**src/rtl/boot_copier.sv**
```systemverilog
// Start-up loader: copies the initialized-data image from instruction ROM into
// data RAM while holding the core in reset, then hands both memories to the core.
module boot_copier #(
    parameter int unsigned XLEN        = 32,
    parameter int unsigned AWIDTH      = 12,
    parameter int unsigned SRC_BASE    = 'h800,
    parameter int unsigned COPY_BYTES  = 2 ** AWIDTH,
    parameter logic [2:0]  WE_WORD     = 3'b110,
    parameter int unsigned HOLD_CYCLES = 2
) (
    input  logic              clk,
    input  logic              rst_n,
    input  logic              boot_req,
    output logic              core_rst_n,
    output logic              boot_busy,
    output logic              boot_done,
    input  logic [AWIDTH-1:0] core_inst_addr,
    output logic [AWIDTH-1:0] rom_addr,
    input  logic [AWIDTH-1:0] core_dmem_addr,
    input  logic [XLEN-1:0]   core_dmem_wdata,
    input  logic [2:0]        core_dmem_we,
    input  logic [XLEN-1:0]   rom_data,
    output logic [AWIDTH-1:0] ram_addr,
    output logic [XLEN-1:0]   ram_wdata,
    output logic [2:0]        ram_we
);

    localparam int unsigned NumWords = COPY_BYTES / 4;
    localparam int unsigned CntW     = $clog2(NumWords + 1);
    localparam int unsigned HoldW    = (HOLD_CYCLES > 1) ? $clog2(HOLD_CYCLES) : 1;
    localparam logic [AWIDTH-1:0] SrcBase = AWIDTH'(SRC_BASE);

    // The last write and the core reset release must never share a cycle.
    if (HOLD_CYCLES == 0) begin : gen_hold_check
        $error("boot_copier: HOLD_CYCLES must be at least 1");
    end
    if ((COPY_BYTES % 4) != 0 || COPY_BYTES == 0) begin : gen_bytes_check
        $error("boot_copier: COPY_BYTES must be a non-zero multiple of 4");
    end

    typedef enum logic [1:0] {StInit, StCopy, StHold, StDone} state_e;

    state_e            state_q, state_d;
    logic [CntW-1:0]   cnt_q, cnt_d;
    logic [HoldW-1:0]  hold_q, hold_d;
    logic              core_rst_n_q, core_rst_n_d;
    logic [CntW-1:0]   cnt_m1;
    logic [AWIDTH-1:0] rd_off, wr_off;

    // cnt_q counts COPY cycles; the write side lags the read side by one word
    // because of the ROM's registered output.
    assign cnt_m1 = cnt_q - CntW'(1);
    assign rd_off = AWIDTH'({cnt_q, 2'b00});
    assign wr_off = AWIDTH'({cnt_m1, 2'b00});

    // State, counters and the registered core reset.
    always_ff @(posedge clk or negedge rst_n) begin
        if (!rst_n) begin
            state_q      <= StInit;
            cnt_q        <= '0;
            hold_q       <= '0;
            core_rst_n_q <= 1'b0;
        end else begin
            state_q      <= state_d;
            cnt_q        <= cnt_d;
            hold_q       <= hold_d;
            core_rst_n_q <= core_rst_n_d;
        end
    end

    // Next-state sequencing: INIT -> COPY (N+1 cycles) -> HOLD -> DONE.
    always_comb begin
        state_d = state_q;
        cnt_d   = cnt_q;
        hold_d  = hold_q;
        case (state_q)
            StInit: begin
                state_d = StCopy;
                cnt_d   = '0;
            end
            StCopy: begin
                if (cnt_q == CntW'(NumWords)) begin
                    state_d = StHold;
                    hold_d  = '0;
                end else begin
                    cnt_d = cnt_q + CntW'(1);
                end
            end
            StHold: begin
                if (hold_q == HoldW'(HOLD_CYCLES - 1)) begin
                    state_d = StDone;
                end else begin
                    hold_d = hold_q + HoldW'(1);
                end
            end
            StDone: begin
                if (boot_req) begin
                    state_d = StInit;
                    cnt_d   = '0;
                    hold_d  = '0;
                end
            end
            default: state_d = StInit;
        endcase
        core_rst_n_d = (state_d == StDone);
    end

    // Memory port ownership: loader drives during copy, core passes through in DONE.
    always_comb begin
        rom_addr  = SrcBase;
        ram_addr  = '0;
        ram_wdata = '0;
        ram_we    = '0;
        case (state_q)
            StCopy: begin
                rom_addr = SrcBase + rd_off;
                // Cycle 0 only issues the first read; no data is back yet.
                if (cnt_q != '0) begin
                    ram_addr  = wr_off;
                    ram_wdata = rom_data;
                    ram_we    = WE_WORD;
                end
            end
            StDone: begin
                rom_addr  = core_inst_addr;
                ram_addr  = core_dmem_addr;
                ram_wdata = core_dmem_wdata;
                ram_we    = core_dmem_we;
            end
            default: ;
        endcase
    end

    assign core_rst_n = core_rst_n_q;
    assign boot_busy  = (state_q != StDone);
    assign boot_done  = (state_q == StDone);

endmodule

```
**config.mk**
```make
export PLATFORM = sky130hd
export DESIGN_NAME = boot_copier
export DESIGN_NICKNAME = d
export VERILOG_FILES = /design/src/rtl/boot_copier.sv
export SDC_FILE = /design/constraint.sdc
export NUM_CORES = 1
export LEC_CHECK = 0
export ABC_AREA = 0
export BUFFER_PORTS_ARGS = -buffer_cell sky130_fd_sc_hd__buf_2
export CORE_ASPECT_RATIO = 0.75
export CORE_MARGIN = 2
export CORE_UTILIZATION = 35
export DETAILED_ROUTE_END_ITERATION = 6
export PLACE_DENSITY = 0.76
export SLEW_MARGIN = 10
export SYNTH_ARGS = -nofsm -noshare
export SYNTH_HDL_FRONTEND = slang
export SYNTH_SLANG_ARGS = --single-unit
```
**constraint.sdc**
```tcl
create_clock -name clk -period 2.7 [get_ports clk]
set_input_delay 0.27 -clock clk [delete_from_list [all_inputs] [get_ports clk]]
set_output_delay 0.27 -clock clk [all_outputs]
set_load 0.03 [all_outputs]
```
After elaboration in Yosys (flattened, before gate mapping)
Cells that the tools add are included. W data, S select, Z words.

$mul: 0. $add $sub $neg: 4. Eq/ne operators: 9. Reductions and logical operators: 6. Shift operators: 0. Bitwise operators: 0. Order comparisons: 0. Divide/modulo/power cells: 0. Mux-type cells: 18.

Operators by type and width (count): $pmux W32 S2 (1); $pmux W12 S2 (2); $pmux W11 S3 (1); $mux W32 (1); $mux W11 (2); $add A12 B12 Y12 const A (1); $mux W12 (1); $add A11 B1 Y11 const B (1); $eq A11 B11 Y1 const B (1); $reduce_bool A11 Y1 (1); $sub A10 B1 Y10 const B (1); $ne A2 B2 Y1 const B (4); $pmux W2 S4 (1); $eq A2 B2 Y1 const B (3); $mux W2 (3); $pmux W3 S2 (1); $reduce_and A3 Y1 (2); $reduce_bool A3 Y1 (2); $mux W1 (3); $mux W3 (1); $pmux W1 S3 (1); $eq A2 B1 Y1 const B (1); $logic_not A2 Y1 (1); $add A1 B1 Y1 const B (1).

Memories kept: 0. Flip-flop bits (word level): 15. Logic and storage cells: 41. Bits in latches: 0. Bits in writable memories: 0. Input bits: 94. Memory bits (read-only): 0. Output and inout bits: 62.

Depth between registers and ports, before layout
Depth after elaboration: 4. Depth in mapped cells: 7. Mapped depth without buffers: 6.

Worst setup path after synthesis
Ideal clock, no wire load.

Kind: reg2out. Start point: register cnt_q[5]. End point: output ram_addr[10]. Cell stages (with the launch flop): 6. Path buffers: 1. Slack: -0.100 ns. Arrival: 2.530 ns. Data required time: 2.430 ns. Cell sequence: dfrtp_1 buf_6 or4_4 or4b_2 xor2_1 o21ai_0.

Word-level cells in the longest chain between the ends: 3. Elaborated cells on any way between the ends: 4. Classes of those cells: add/sub (1); mux (2); reduce/logical (1).

RTL lines: from (decl) (RTL line 44) `logic [CntW-1:0] cnt_q, cnt_d;`; from (signal assigned) (RTL line 65) `cnt_q <= cnt_d;`; $sub A10 B1 Y10 or $reduce_bool A11 Y1 (tied branches) (RTL line 52, 118); $mux W12 * (RTL line 118) `if (cnt_q != '0) begin`; $pmux W12 S2 * (RTL line 114) `case (state_q)`; to (decl) (RTL line 23) `output logic [AWIDTH-1:0] ram_addr,`.

Every way passes the cells marked *; elsewhere a longest branch is shown, timed or not.

Worst setup path in the final report
Ends and elaborated chain as after synthesis.

==> metrics <==
Site Rows 21; Core ar. 4520 µm²; Internal 0.407 mW; final global-route overflow total 0; synth-to-layout area growth 55.1%; CTS Buf Count 3; synthesized instance count 214; Final Core Density 0.570; syn avg cell area 7.76 µm²; status finished, final reports clean; Top Ports 156; Vias/cell 5.23; cell taking the most area after synthesis dfrtp_1; worst skew pair latency 260 ps; switching power 0.183 mW; CP arrival 2370 ps; layout cells sized above 1 0.497; Clock Path Buffers 2; post-synthesis sequential area ratio 0.226; CP Class reg2out; initial antenna violation count 0; H-tree Lvls 1; top cell type's share of synthesized area 0.226; post-DP HPWL 5030 µm; Final Max Tran Viols 0; Post-Layout Inst Area 2570 µm²; Cell Area, Placed 2490 µm²; setup TNS 0 ps; DRC viols 0; Antenna Nets Post-Route 0; Crit path max-delay family simple AND/OR/NAND/NOR gates; pre-CTS setup slack 275 ps; top cells by area, synth dfrtp_1 (23%), a22o_1 (22%), nand2_1 (7.2%); Min Clock Period, post-route 2640 ps; Flop pwr share 0.381; initial DRC count 136; vias in the first global route 1978; Max-Slew Margin vs Limit 0.436; total power 0.590 mW; Setup crit start kind register; CTS tree built; number of diodes 0; FF-to-FF path depth 6; Netlist cell types 36; flop2flop setup slack 340 ps; Tcrit/Tclk final 0.979; Placer Congestion 0.909; Crit path required time 2430 ps; clock root cell clkbuf_8; Post-Syn Area 1660 µm²; Final setup viols 0; Lkg Pwr 1.44 nW; Synth Net Count 315; Post-synth EDFFs 0; Port Buffers 155; Final Hold Fails 0; CP Cell Sequence or4_4 -> or4b_2 -> xor2_1 -> o21ai_1 -> buf_4; CP max FO 5; Hold Crit Class in2async; Critical Path Sink Type output pin; DRT Pass-1 Iters 4; Final WS setup 56.5 ps; clock skew 7.71 ps; Synth warnings 0; full die area 5320 µm²; Initial Util 0.367; maximum vdd drop 0.000300 V; Worst-path clk slew 70 ps; Total Wirelength 6380 µm; first-pass GRT wire length 10100 µm; # clock sinks 15; FF-to-FF Start cnt_q[0]$_DFFE_PN0P_; ys flop type dfrtp_1; RSZ-0062 raised after global routing false; asr flop ratio synth 1.00; switch share 0.310; chip width 83.5 µm; PD cells 229 nW/µm²; Clk pwr share 0.328; Crit-path slowest cell or4b_2; Layout Nets 466; routed len/inst 15.2 µm; GRT Overall Usage 0.234; Critical Path Max Stage Delay 660 ps; Chip Height 63.7 µm; Max Freq 378 MHz; largest net degree at the start of global routing 64; CP bufs+invs 1; combinational fraction of design power 0.291; Slew @ Worst Pin 845 ps; Worst R2R End hold_q$_DFFE_PN0P_; Yosys reg bits 15; total number of vias 2202; Max Cap Viol 0
[Yosys cell counts, types with 4 or more instances]
library cell   n
a22o_1        41
nand2_1       32
clkbuf_1      19
dfrtp_1       15
o21ai_0       13
xnor2_1       10
inv_1          9
nand3_1        8
nor2_1         8
ha_1           7
nor3_1         6
and2_1         5
a21oi_1        4
nor4_1         4
or3_1          4
[power by group through the flow]
stage / Combinational [mW] / Clock, mW / Sequential (mW)
finish: 0.172 / 0.193 / 0.225
global route: 0.184 / 0.207 / 0.224
CTS: 0.173 / 0.197 / 0.225
detailed placement: 0.171 / 0 / 0.229
global placement: 0.169 / 0 / 0.229
floorplan: 0.0751 / 0 / 0.229
[flip-flops by register name (all words and copies together), names as in the netlist]
signal,cells
core_rst_n,1
state_q,2
cnt_q,11
hold_q,1
[metal layers]
metal  up-vias  routed length [µm]  part of all wire  global-route usage
li1       1091                   -                 -                   -
met1      1031                2770              0.43               0.312
met2        76                3100              0.49               0.381
met3         4                 463             0.073              0.0550
met4         0                  41            0.0064              0.0625
met5         -                   0                 0                   0
[how the worst max path moves through the flow]
stage                    endpoint  cells after the start            startpoint  slack (ps)
finish               ram_addr[10]                      5  cnt_q[5]$_DFFE_PN0P_          60
global route         ram_addr[10]                      5  cnt_q[5]$_DFFE_PN0P_           2
CTS                  ram_addr[10]                      5  cnt_q[6]$_DFFE_PN0P_           6
detailed placement  ram_wdata[20]                      7  cnt_q[1]$_DFFE_PN0P_         280
global placement     ram_addr[10]                      5  cnt_q[6]$_DFFE_PN0P_         310
floorplan            ram_addr[10]                      5  cnt_q[5]$_DFFE_PN0P_         130
[cell type report]
type | instances | area (µm²)
inverter | 9 | 33.8
multi-input combinational | 169 | 1170
timing repair buffer | 167 | 875
sequential | 15 | 378
fill | 443 | 1940
clock inverter | 1 | 5.00
tap | 57 | 71.3
clock buffer | 3 | 41.3
[cell families (layout without fill, tap and decap cells)]
kind of cell               Yosys count  in the layout  synth area share
buffers and inverters               30            180            0.0769
and+or+nand+nor                     78             78             0.235
muxes                                2              2            0.0128
AOI/OAI and AO/OA                   71             71             0.338
xor gates and xnor gates            11             11            0.0580
DFF                                 15             15             0.226
adders and majority gates            7              7            0.0527
[layout by cell type, fill, tap and decap left out, types with 5 or more instances in the layout]
cell type / n
a22o_1: 41
and2_1: 5
buf_2: 154
buf_4: 11
dfrtp_1: 13
ha_1: 6
inv_1: 9
nand2_1: 32
nand3_1: 8
nor2_1: 8
nor3_1: 6
o21ai_0: 12
xnor2_1: 10
[worst register-to-register path, cell delays in order (launching register included)]
cell and delay [ps]:
dfrtp_1 370, inv_1 130, ha_1 160, or4b_4 480
or4_4 510, a211oi_2 250, mux2_1 340
[repair_timing]
action | CTS | global route
gates resized for setup | 2 | 4
cloned | 0 | 0
endpoints found under the hold margin | 15 | 0
buffers inserted | 0 | 2
hold buffers | 1 | 0
setup endpoints to repair | 8 | 34
[through the flow]
step | cells | hold slack, ps
final | 421 | 446
after global routing | 421 | 504
after CTS | 419 | 462
after detailed placement | 414 | 201
after global placement | 414 | 197
after floorplan | 214 | -25.6
No activity file was read; power rests on OpenSTA's default activity.
